$ cat src/rtl/game_pkg.sv
// Shared definitions for the game flow sequencer: state codes, key bit
// positions and banner codes.
// Optional feature macro: GAME_PAUSE_EN adds the PAUSE state.
package game_pkg;

    // State codes double as the value mirrored on led[10:8]
    typedef enum logic [2:0] {
        ST_MENU  = 3'd0,
        ST_LOAD  = 3'd1,
        ST_PLAY  = 3'd2,
        ST_CLEAR = 3'd3,
`ifdef GAME_PAUSE_EN
        ST_OVER  = 3'd4,
        ST_PAUSE = 3'd5
`else
        ST_OVER  = 3'd4
`endif
    } state_e;

    typedef enum logic [1:0] {
        BANNER_NONE  = 2'd0,
        BANNER_CLEAR = 2'd1,
        BANNER_OVER  = 2'd2
    } banner_e;

    localparam int unsigned KEY_W     = 0;
    localparam int unsigned KEY_A     = 1;
    localparam int unsigned KEY_S     = 2;
    localparam int unsigned KEY_D     = 3;
    localparam int unsigned KEY_UP    = 4;
    localparam int unsigned KEY_LEFT  = 5;
    localparam int unsigned KEY_DOWN  = 6;
    localparam int unsigned KEY_RIGHT = 7;
    localparam int unsigned KEY_ENTER = 8;
    localparam int unsigned KEY_OTHER = 9;
    localparam int unsigned KEY_BITS  = 10;

    // Thermometer code: bit i set when i < n (n = number of unlocked levels)
    function automatic logic [6:0] unlock_therm(input logic [2:0] n);
        logic [6:0] t;
        t = '0;
        for (int unsigned i = 0; i < 7; i++) begin
            t[i] = (3'(i) < n);
        end
        return t;
    endfunction

endpackage

$ cat src/rtl/key_edge.sv
// Keyboard edge detector: one press event per key on its rising level.
module key_edge
    import game_pkg::*;
#(
    parameter int unsigned W = KEY_BITS
) (
    input  logic         clk,
    input  logic         rst,
    input  logic [W-1:0] key_down,
    output logic [W-1:0] press
);

    logic [W-1:0] key_down_d;
    logic [W-1:0] key_down_q;

    // Next key history is simply the current key levels
    always_comb begin
        key_down_d = key_down;
        press      = key_down & ~key_down_q;
    end

    // Key history register, cleared asynchronously
    always_ff @(posedge clk or negedge rst) begin
        if (!rst) key_down_q <= '0;
        else      key_down_q <= key_down_d;
    end

endmodule

$ cat src/rtl/game_flow_ctrl.sv
// Top-level game sequencer: menu -> load -> play -> clear/over flow,
// level unlock tracking and LED status mirror. All outputs are registered.
// Optional feature macro: GAME_PAUSE_EN (GO in PLAY pauses the game).
module game_flow_ctrl
    import game_pkg::*;
#(
    parameter int unsigned NUM_LEVELS    = 5,
    parameter int unsigned LOAD_CYCLES   = 16,
    parameter int unsigned BANNER_CYCLES = 100_000_000
) (
    input  logic        clk,
    input  logic        rst,
    input  logic [9:0]  key_down,
    input  logic        p1_goal,
    input  logic        p2_goal,
    input  logic        p1_dead,
    input  logic        p2_dead,
    output logic [2:0]  select,
    output logic        flag_cover,
    output logic        level_load,
    output logic        player_en,
    output logic [1:0]  banner,
    output logic [15:0] led
);

    localparam int unsigned TMAX = (LOAD_CYCLES > BANNER_CYCLES) ? LOAD_CYCLES : BANNER_CYCLES;
    localparam int unsigned TW   = (TMAX > 1) ? $clog2(TMAX) : 1;
    localparam logic [TW-1:0] LOAD_LAST   = TW'(LOAD_CYCLES - 1);
    localparam logic [TW-1:0] BANNER_LAST = TW'(BANNER_CYCLES - 1);
    localparam logic [2:0]    LVL_MAX     = 3'(NUM_LEVELS);

    logic [9:0] press;
    logic       go, back, nxt, prv;
    logic       unused_keys;

    state_e        state_d, state_q;
    logic [2:0]    cursor_d, cursor_q;
    logic [2:0]    unlocked_d, unlocked_q;
    logic [2:0]    level_d, level_q;
    logic [TW-1:0] timer_d, timer_q;
    logic [2:0]    unlock_next;
    logic [6:0]    therm;

    logic [2:0]  select_d, select_q;
    logic        flag_cover_d, flag_cover_q;
    logic        level_load_d, level_load_q;
    logic        player_en_d, player_en_q;
    logic [1:0]  banner_d, banner_q;
    logic [15:0] led_d, led_q;

    key_edge #(.W(KEY_BITS)) u_key_edge (
        .clk      (clk),
        .rst      (rst),
        .key_down (key_down),
        .press    (press)
    );

    // Decode press events into the four menu actions
    always_comb begin
        go          = press[KEY_ENTER];
        back        = press[KEY_S] | press[KEY_DOWN];
        nxt         = press[KEY_D] | press[KEY_RIGHT];
        prv         = press[KEY_A] | press[KEY_LEFT];
        unused_keys = ^{press[KEY_W], press[KEY_UP], press[KEY_OTHER]};
    end

    // Next-state, timer, unlock and registered-output computation
    always_comb begin
        state_d     = state_q;
        cursor_d    = cursor_q;
        unlocked_d  = unlocked_q;
        level_d     = level_q;
        timer_d     = '0;
        unlock_next = (level_q < LVL_MAX) ? level_q + 3'd1 : LVL_MAX;

        case (state_q)
            ST_MENU: begin
                if (go) begin
                    level_d = cursor_q;
                    state_d = ST_LOAD;
                end else if (!back) begin
                    if (nxt && !prv && cursor_q < unlocked_q)     cursor_d = cursor_q + 3'd1;
                    else if (prv && !nxt && cursor_q > 3'd1)      cursor_d = cursor_q - 3'd1;
                end
            end
            ST_LOAD: begin
                if (timer_q == LOAD_LAST) state_d = ST_PLAY;
                else                      timer_d = timer_q + TW'(1);
            end
            ST_PLAY: begin
                if (p1_dead || p2_dead) begin
                    state_d = ST_OVER;
                end else if (p1_goal && p2_goal) begin
                    state_d = ST_CLEAR;
                    if (unlock_next > unlocked_q) unlocked_d = unlock_next;
                end
`ifdef GAME_PAUSE_EN
                else if (go) begin
                    state_d = ST_PAUSE;
                end
`endif
            end
            ST_CLEAR: begin
                if (go || timer_q == BANNER_LAST) begin
                    if (level_q < LVL_MAX) begin
                        level_d  = level_q + 3'd1;
                        cursor_d = level_q + 3'd1;
                        state_d  = ST_LOAD;
                    end else begin
                        cursor_d = 3'd1;
                        state_d  = ST_MENU;
                    end
                end else begin
                    timer_d = timer_q + TW'(1);
                end
            end
            ST_OVER: begin
                if (go) begin
                    state_d = ST_LOAD;
                end else if (back) begin
                    cursor_d = level_q;
                    state_d  = ST_MENU;
                end
            end
`ifdef GAME_PAUSE_EN
            ST_PAUSE: begin
                if (go)        state_d = ST_PLAY;
                else if (back) state_d = ST_MENU;
            end
`endif
            default: state_d = ST_MENU;
        endcase

        // Outputs are derived from the next state so they register together with it
        therm        = unlock_therm(unlocked_d);
        select_d     = (state_d == ST_MENU) ? 3'd0 : level_d;
        flag_cover_d = !(state_d == ST_LOAD || state_d == ST_PLAY);
        player_en_d  = (state_d == ST_PLAY);
        level_load_d = (state_d == ST_LOAD) && (state_q != ST_LOAD);
        if (state_d == ST_CLEAR)     banner_d = BANNER_CLEAR;
        else if (state_d == ST_OVER) banner_d = BANNER_OVER;
        else                         banner_d = BANNER_NONE;
        led_d                   = '0;
        led_d[NUM_LEVELS-1:0]   = therm[NUM_LEVELS-1:0];
        led_d[10:8]             = state_d;
        led_d[15:13]            = cursor_d;
    end

    // State, bookkeeping and output registers
    always_ff @(posedge clk or negedge rst) begin
        if (!rst) begin
            state_q      <= ST_MENU;
            cursor_q     <= 3'd1;
            unlocked_q   <= 3'd1;
            level_q      <= 3'd1;
            timer_q      <= '0;
            select_q     <= 3'd0;
            flag_cover_q <= 1'b1;
            level_load_q <= 1'b0;
            player_en_q  <= 1'b0;
            banner_q     <= BANNER_NONE;
            led_q        <= {3'd1, 12'd0, 1'b1};
        end else begin
            state_q      <= state_d;
            cursor_q     <= cursor_d;
            unlocked_q   <= unlocked_d;
            level_q      <= level_d;
            timer_q      <= timer_d;
            select_q     <= select_d;
            flag_cover_q <= flag_cover_d;
            level_load_q <= level_load_d;
            player_en_q  <= player_en_d;
            banner_q     <= banner_d;
            led_q        <= led_d;
        end
    end

    assign select     = select_q;
    assign flag_cover = flag_cover_q;
    assign level_load = level_load_q;
    assign player_en  = player_en_q;
    assign banner     = banner_q;
    assign led        = led_q;

endmodule

$ cat config.mk
export PLATFORM = sky130hd
export DESIGN_NAME = game_flow_ctrl
export DESIGN_NICKNAME = d
export VERILOG_FILES = /design/src/rtl/game_pkg.sv /design/src/rtl/key_edge.sv /design/src/rtl/game_flow_ctrl.sv
export SDC_FILE = /design/constraint.sdc
export NUM_CORES = 1
export LEC_CHECK = 0
export BUFFER_PORTS_ARGS = -buffer_cell sky130_fd_sc_hd__buf_2
export CORE_ASPECT_RATIO = 0.7
export CORE_UTILIZATION = 55
export DETAILED_ROUTE_END_ITERATION = 8
export GPL_TIMING_DRIVEN = 1
export PLACE_DENSITY = 0.76
export SYNTH_ARGS = -nofsm -noshare
export SYNTH_HDL_FRONTEND = slang
export SYNTH_SLANG_ARGS = --single-unit
$ cat constraint.sdc
create_clock -name clk -period 7.4 [get_ports clk]
set_clock_uncertainty 0.1 [all_clocks]
set_input_delay 0 -clock clk [delete_from_list [all_inputs] [get_ports clk]]
set_output_delay 0 -clock clk [all_outputs]
set_load 0.01 [all_outputs]
======== Word level (Yosys, flattened, before mapping) ========
Index checks and enable logic that the tools add are counted.
storage, ports and cells
  flip-flop bits (word level) ............. 67
  bits of input ports ..................... 16
  output and inout port bits .............. 24
  word-level logic and storage cells ...... 88
operators by class
  add/sub/neg operators ................... 4
  $lt $le $gt $ge ......................... 9
  eq/ne operators ......................... 11
  muxes and demuxes ....................... 33
  bitwise operators ....................... 5
  reductions and logical operators ........ 14
operators with widths
  kind                     number
  $mux W3                  24
  $mux W27                 2
  $pmux W27 S2             1
  $add A27 B1 Y27 const B  1
  $eq A27 B27 Y1 const B   1
  $eq A27 B4 Y1 const B    1
  $pmux W3 S5              1
  $eq A3 B2 Y1 const B     4
  $and A9 B9 Y9            1
  $not A9 Y9               1
  $pmux W3 S3              1
  $add A3 B1 Y3 const B    2
  $eq A3 B1 Y1 const B     2
  $eq A3 B3 Y1 const B     2
  $logic_and A1 B1 Y1      6
  $logic_not A3 Y1         2
  $lt A1 B3 Y1 const A     2
  $lt A2 B3 Y1 const A     2
  $pmux W3 S2              1
  $mux W2                  2
  $gt A3 B1 Y1 const B     1
  $gt A3 B3 Y1             1
  $logic_not A1 Y1         3
  $logic_or A1 B1 Y1       3
  other kinds (7)          9

======== Longest topological paths before layout ========
  word-level depth ........................ 11
  mapped depth ............................ 11
  gate-level depth less buffers ........... 10

======== Cells and area by module ========
From an unflattened synthesis, not the netlist that was laid out.
second synthesis, totals
  cell total of the unflattened synthesis .. 329
  area total of the unflattened synthesis .. 3,338.2 um2
by module, submodules not included
  module          times used  cells an instance  area each (um2)  seq. area each (um2)
  game_flow_ctrl  1           309                2,950.3          1,282.5
  key_edge        1           20                 387.9            250.2

======== Least setup slack after synthesis ========
No wires, ideal clock.
  path type ............................... register -> register
  start point ............................. register level_q[2]
  end point ............................... register led_q[2] (netlist: led[2])
  library setup time ...................... 0.142 ns
  data arrival time ....................... 2.188 ns
  required time ........................... 7.158 ns
  slack ................................... 4.970 ns
  stages on the path, launching flop included .. 12
  buffers on the path ..................... 1
  clock period less this slack ............ 2.430 ns
  path through ............................ dfrtp_1 clkbuf_1 o21ai_0 and2_1 ha_1 nor2b_1 o21ai_0 a21oi_1 and2_1 nor2_1 a21oi_1 o21ai_0
between the ends
  word-level cells in the longest chain between the ends .. 8
  elaborated cells between the ends (all ways) .. 9
  classes of those cells .................. 1 x add/sub; 3 x order compare; 5 x mux
ends and longest elaborated chain
  what                                           RTL line               text
  start, declared                                game_flow_ctrl.sv:39   logic [2:0] level_d, level_q;
  start signal, assigned                         game_flow_ctrl.sv:167  level_q <= level_d;
  $add A3 B1 Y3 or $lt A3 B3 Y1 (tied branches)  game_flow_ctrl.sv:74   unlock_next = (level_q < LVL_MAX) ? level_q + 3'd1 : LVL_MAX;
  $mux W3 (*)                                    game_flow_ctrl.sv:74
  $gt A3 B3 Y1                                   game_flow_ctrl.sv:95   if (unlock_next > unlocked_q) unlocked_d = unlock_next;
  $mux W3 (*)                                    game_flow_ctrl.sv:95
  $mux W3 (*)                                    game_flow_ctrl.sv:93   end else if (p1_goal && p2_goal) begin
  $mux W3 (*)                                    game_flow_ctrl.sv:91   if (p1_dead || p2_dead) begin
  $mux W3 (*)                                    game_flow_ctrl.sv:76   case (state_q)
  $lt A2 B3 Y1 (*)                               game_pkg.sv:43         t[i] = (3'(i) < n);
  net led_d[2]                                   game_flow_ctrl.sv:49   logic [15:0] led_d, led_q;
  end signal, assigned                           game_flow_ctrl.sv:162  led_q <= {3'd1, 12'd0, 1'b1};
  end signal, assigned                           game_flow_ctrl.sv:174  led_q <= led_d;
  end, declared                                  game_flow_ctrl.sv:49
The timed path passes the listed nets; every way through them passes the cells marked *.

======== Worst setup path after layout ========
  start point ............................. register timer_q[0]
  end point ............................... register select_q[2] (netlist: select[2])
between the ends
  word-level cells in the longest chain between the ends .. 6
  elaborated cells between the ends (all ways) .. 10
  classes of those cells .................. 2 x eq/ne; 6 x mux; 2 x reduce/logical
ends and longest elaborated chain
  what                    RTL line               text
  start, declared         game_flow_ctrl.sv:40   logic [TW-1:0] timer_d, timer_q;
  start signal, assigned  game_flow_ctrl.sv:168  timer_q <= timer_d;
  $eq A27 B27 Y1          game_flow_ctrl.sv:104  if (go || timer_q == BANNER_LAST) begin
  $logic_or A1 B1 Y1      game_flow_ctrl.sv:104
  $mux W3                 game_flow_ctrl.sv:104
  $pmux W3 S5 (*)         game_flow_ctrl.sv:76
  net led_d[8]            game_flow_ctrl.sv:49
  $logic_not A3 Y1 (*)    game_flow_ctrl.sv:136  select_d = (state_d == ST_MENU) ? 3'd0 : level_d;
  $mux W3 (*)             game_flow_ctrl.sv:136
  net select_d[2]         game_flow_ctrl.sv:44   logic [2:0] select_d, select_q;
  end signal, assigned    game_flow_ctrl.sv:169  select_q <= select_d;
  end, declared           game_flow_ctrl.sv:44
Marks and branches as above.

==> impl_metrics.yaml <==
global_routing:
  grt_pass1_wl_mm: 11.0
  grt_util_all_layers: 0.246
  grt_pass1_vias: 2267
  gr-total-overflow: 0
  grt_max_degree: 59
  grt_antenna_before_repair: 0
final_layout:
  multi_input_area_mm2: 0.00148
  area_growth_pct: 15.9
  nets: 393
  final_area_mm2: 0.00355
  final_cell_mix: "53 x dfrtp_1, 40 x nor2_1, 31 x buf_2, 22 x nand2_1, 19 x inv_1"
  drive_gt1_frac: 0.164
  seq_area_mm2: 0.00146
  utilization: 0.669
  fill_cells: 413
  layout_commonest_cell: "dfrtp_1"
  diodes: 0
place:
  dp_hpwl_mm: 4.44
  io_buffers: 31
  dpl_cell_area_mm2: 0.00326
  gp_congestion: 0.844
critical_path:
  cp_slowest_cell: "a221o_1"
  cp.arrival_ns: 3.46
  slowest_delay_ns: 0.90
  crit_required_ns: 7.52
  critPathCaptureType: "register"
  cp_max_fo: 28
  critical_path_class: "reg2reg"
  cpMostUsedCell: "nand3_4"
  reg2reg_slack_ns: 4.06
  crit_chain: "ha_1, nand3_4, or4_4, o21ai_4, a221o_1, nand3_4, nand2b_1, and2_1"
  start_kind: "register"
detailed_routing:
  wl_per_cell_um: 14.6
  drt_pre_antenna_iters: 5
  drt_iter0_markers: 252
  top_layer: "met4"
  wl_met1_mm: 3.35
  wl_met2_mm: 2.66
  wl_met3_um: 379
  dr_total_vias: 2468
  drt_wl_total_mm: 6.47
  drc: 0
  viasPerCell: 5.57
  postRouteAntennaNets: 0
synthesis:
  synth_cells: 321
  yosysTopAreaCell: "dfrtp_1"
  ys_warn_count: 0
  yosysTopAreaCellShare: 0.432
  synth_flop_cell: "dfrtp_1"
  ys_types: 49
  ys_seq_area_frac: 0.475
  syn-cell-area_mm2: 0.00307
  synth-edff-count: 0
  ys_async_sr_fraction: 1.00
  synth_seq_cells: 58
  avgSynthCellArea_um2: 9.55
  yosys-top-cells-area: "dfrtp_1 43%, nor2_1 4.9%, ha_1 4.5%"
sta:
  relSlewSlack: 0.301
  slew_violations: 0
  fin_crit_sh: 0.451
  timing.hold.ws_ns: 0.0489
  rsz0062_at_grt: "false"
  max_clock_freq_mhz: 299
  tightest_slew_ns: 1.05
  setup_viol: 0
  finalHoldViolations: 0
  setup_tns_ns: 0
  fin_crit_ns: 3.34
clocking:
  cts_resized: 0
  clk_latency_ns: 0.34
  htreeDepth: 3
  numCtsBuffers: 9
  cts-hold-fix-buffers: 10
  clock-sinks: 58
  clk_path_buf_depth: 2
  cts-root-buf: "clkbuf_8"
  clk_pin_slew_ns: 0.07
  post_cts_buffers: 0
  tritoncts: "done"
floorplan:
  start_util: 0.577
  top_level_ports: 40
  coreArea_mm2: 0.00531
  chipHeight_um: 64.5
  std_cell_rows: 22
  chipWidth_um: 91.3
  dieArea_mm2: 0.00588
power:
  power.static_leakage_nw: 1.65
  power.density_mw_per_mm2: 289
  finalPower_w: 0.00103
  peakVddDrop_v: 0.000132
min_path:
  hp-class: "in2reg"
run:
  drv_cap: 0
run_status:
  status: "complete, no violations"
cells by family (layout without fill, tap and decap cells):
logic type / count (synthesis) / count (layout) / synth area share
buf+inv: 31 / 77 / 0.0486
compound gates: 61 / 61 / 0.132
fa+ha+maj: 11 / 11 / 0.0449
other cells: 1 / 5 / 0.00122
xor+xnor: 24 / 24 / 0.0685
mux: 1 / 1 / 0.00326
simple gates: 134 / 134 / 0.226
flops: 58 / 58 / 0.475
report_power, final:
group / switching, W / internal, W / total, W
sequential: 0.0000517 / 0.000367 / 0.000418
combinational: 0.000185 / 0.000128 / 0.000313
clock: 0.000132 / 0.000164 / 0.000295
cell type report:
type                    count  area share
clock buffers              11      0.0398
clock inverters             5      0.0155
inverters                  19      0.0201
multi-input cells         236       0.415
flip-flops and latches     58       0.410
well taps                  72      0.0254
repair buffers             42      0.0739
registers in the layout, summed over array words and instances (netlist names), named ones only:
register,flops
flag_cover,1
state_q,2
banner,2
unlocked_q,2
level_q,3
led,6
u_key_edge.key_down_q,7
select,3
player_en,1
level_load,1
timer_q,27
routing by layer:
layer  vias to the layer above  global-route usage
li1                       1199                   -
met1                      1163               0.375
met2                        98               0.330
met3                         8              0.0634
met4                         0               0.103
met5                         -                   0
final timing paths:
kind                            start           to  cells after the start
max in group asynchronous         rst  timer_q[22]                      3
max reg2reg                timer_q[0]    select[2]                      8
min reg2reg                timer_q[0]   timer_q[0]                      1
min                           p2_goal   state_q[0]                      3
max                        timer_q[0]    select[2]                      8
min in group asynchronous         rst   timer_q[2]                      3
synthesized netlist by cell type, drive strengths merged (5+ instances only):
cell / instances
dfrtp: 53
nor2: 40
nand2: 22
inv: 19
a21oi: 18
o21ai: 17
nand3: 15
xor2: 14
ha: 11
xnor2: 10
and2: 9
buf: 9
nor3: 9
nor4: 8
nand4: 7
dfstp: 5
nor2b: 5
worst max-delay path, delay by kind of cell, from the launching register on:
family,cells,cell delay [ns]
AND/OR/NAND/NOR,5,1.35
AO/OA/AOI/OAI,2,1.16
flip-flops,1,0.37
adder cells (fa/ha/maj),1,0.24
through the flow:
step	setup WS [ns]	cells
after floorplan	4.97	325
after CTS	4.06	443
after global placement	4.08	417
after detailed placement	4.07	417
final	4.06	443
after global routing	3.79	443
Note: power is estimated with default switching activity, not from simulation.
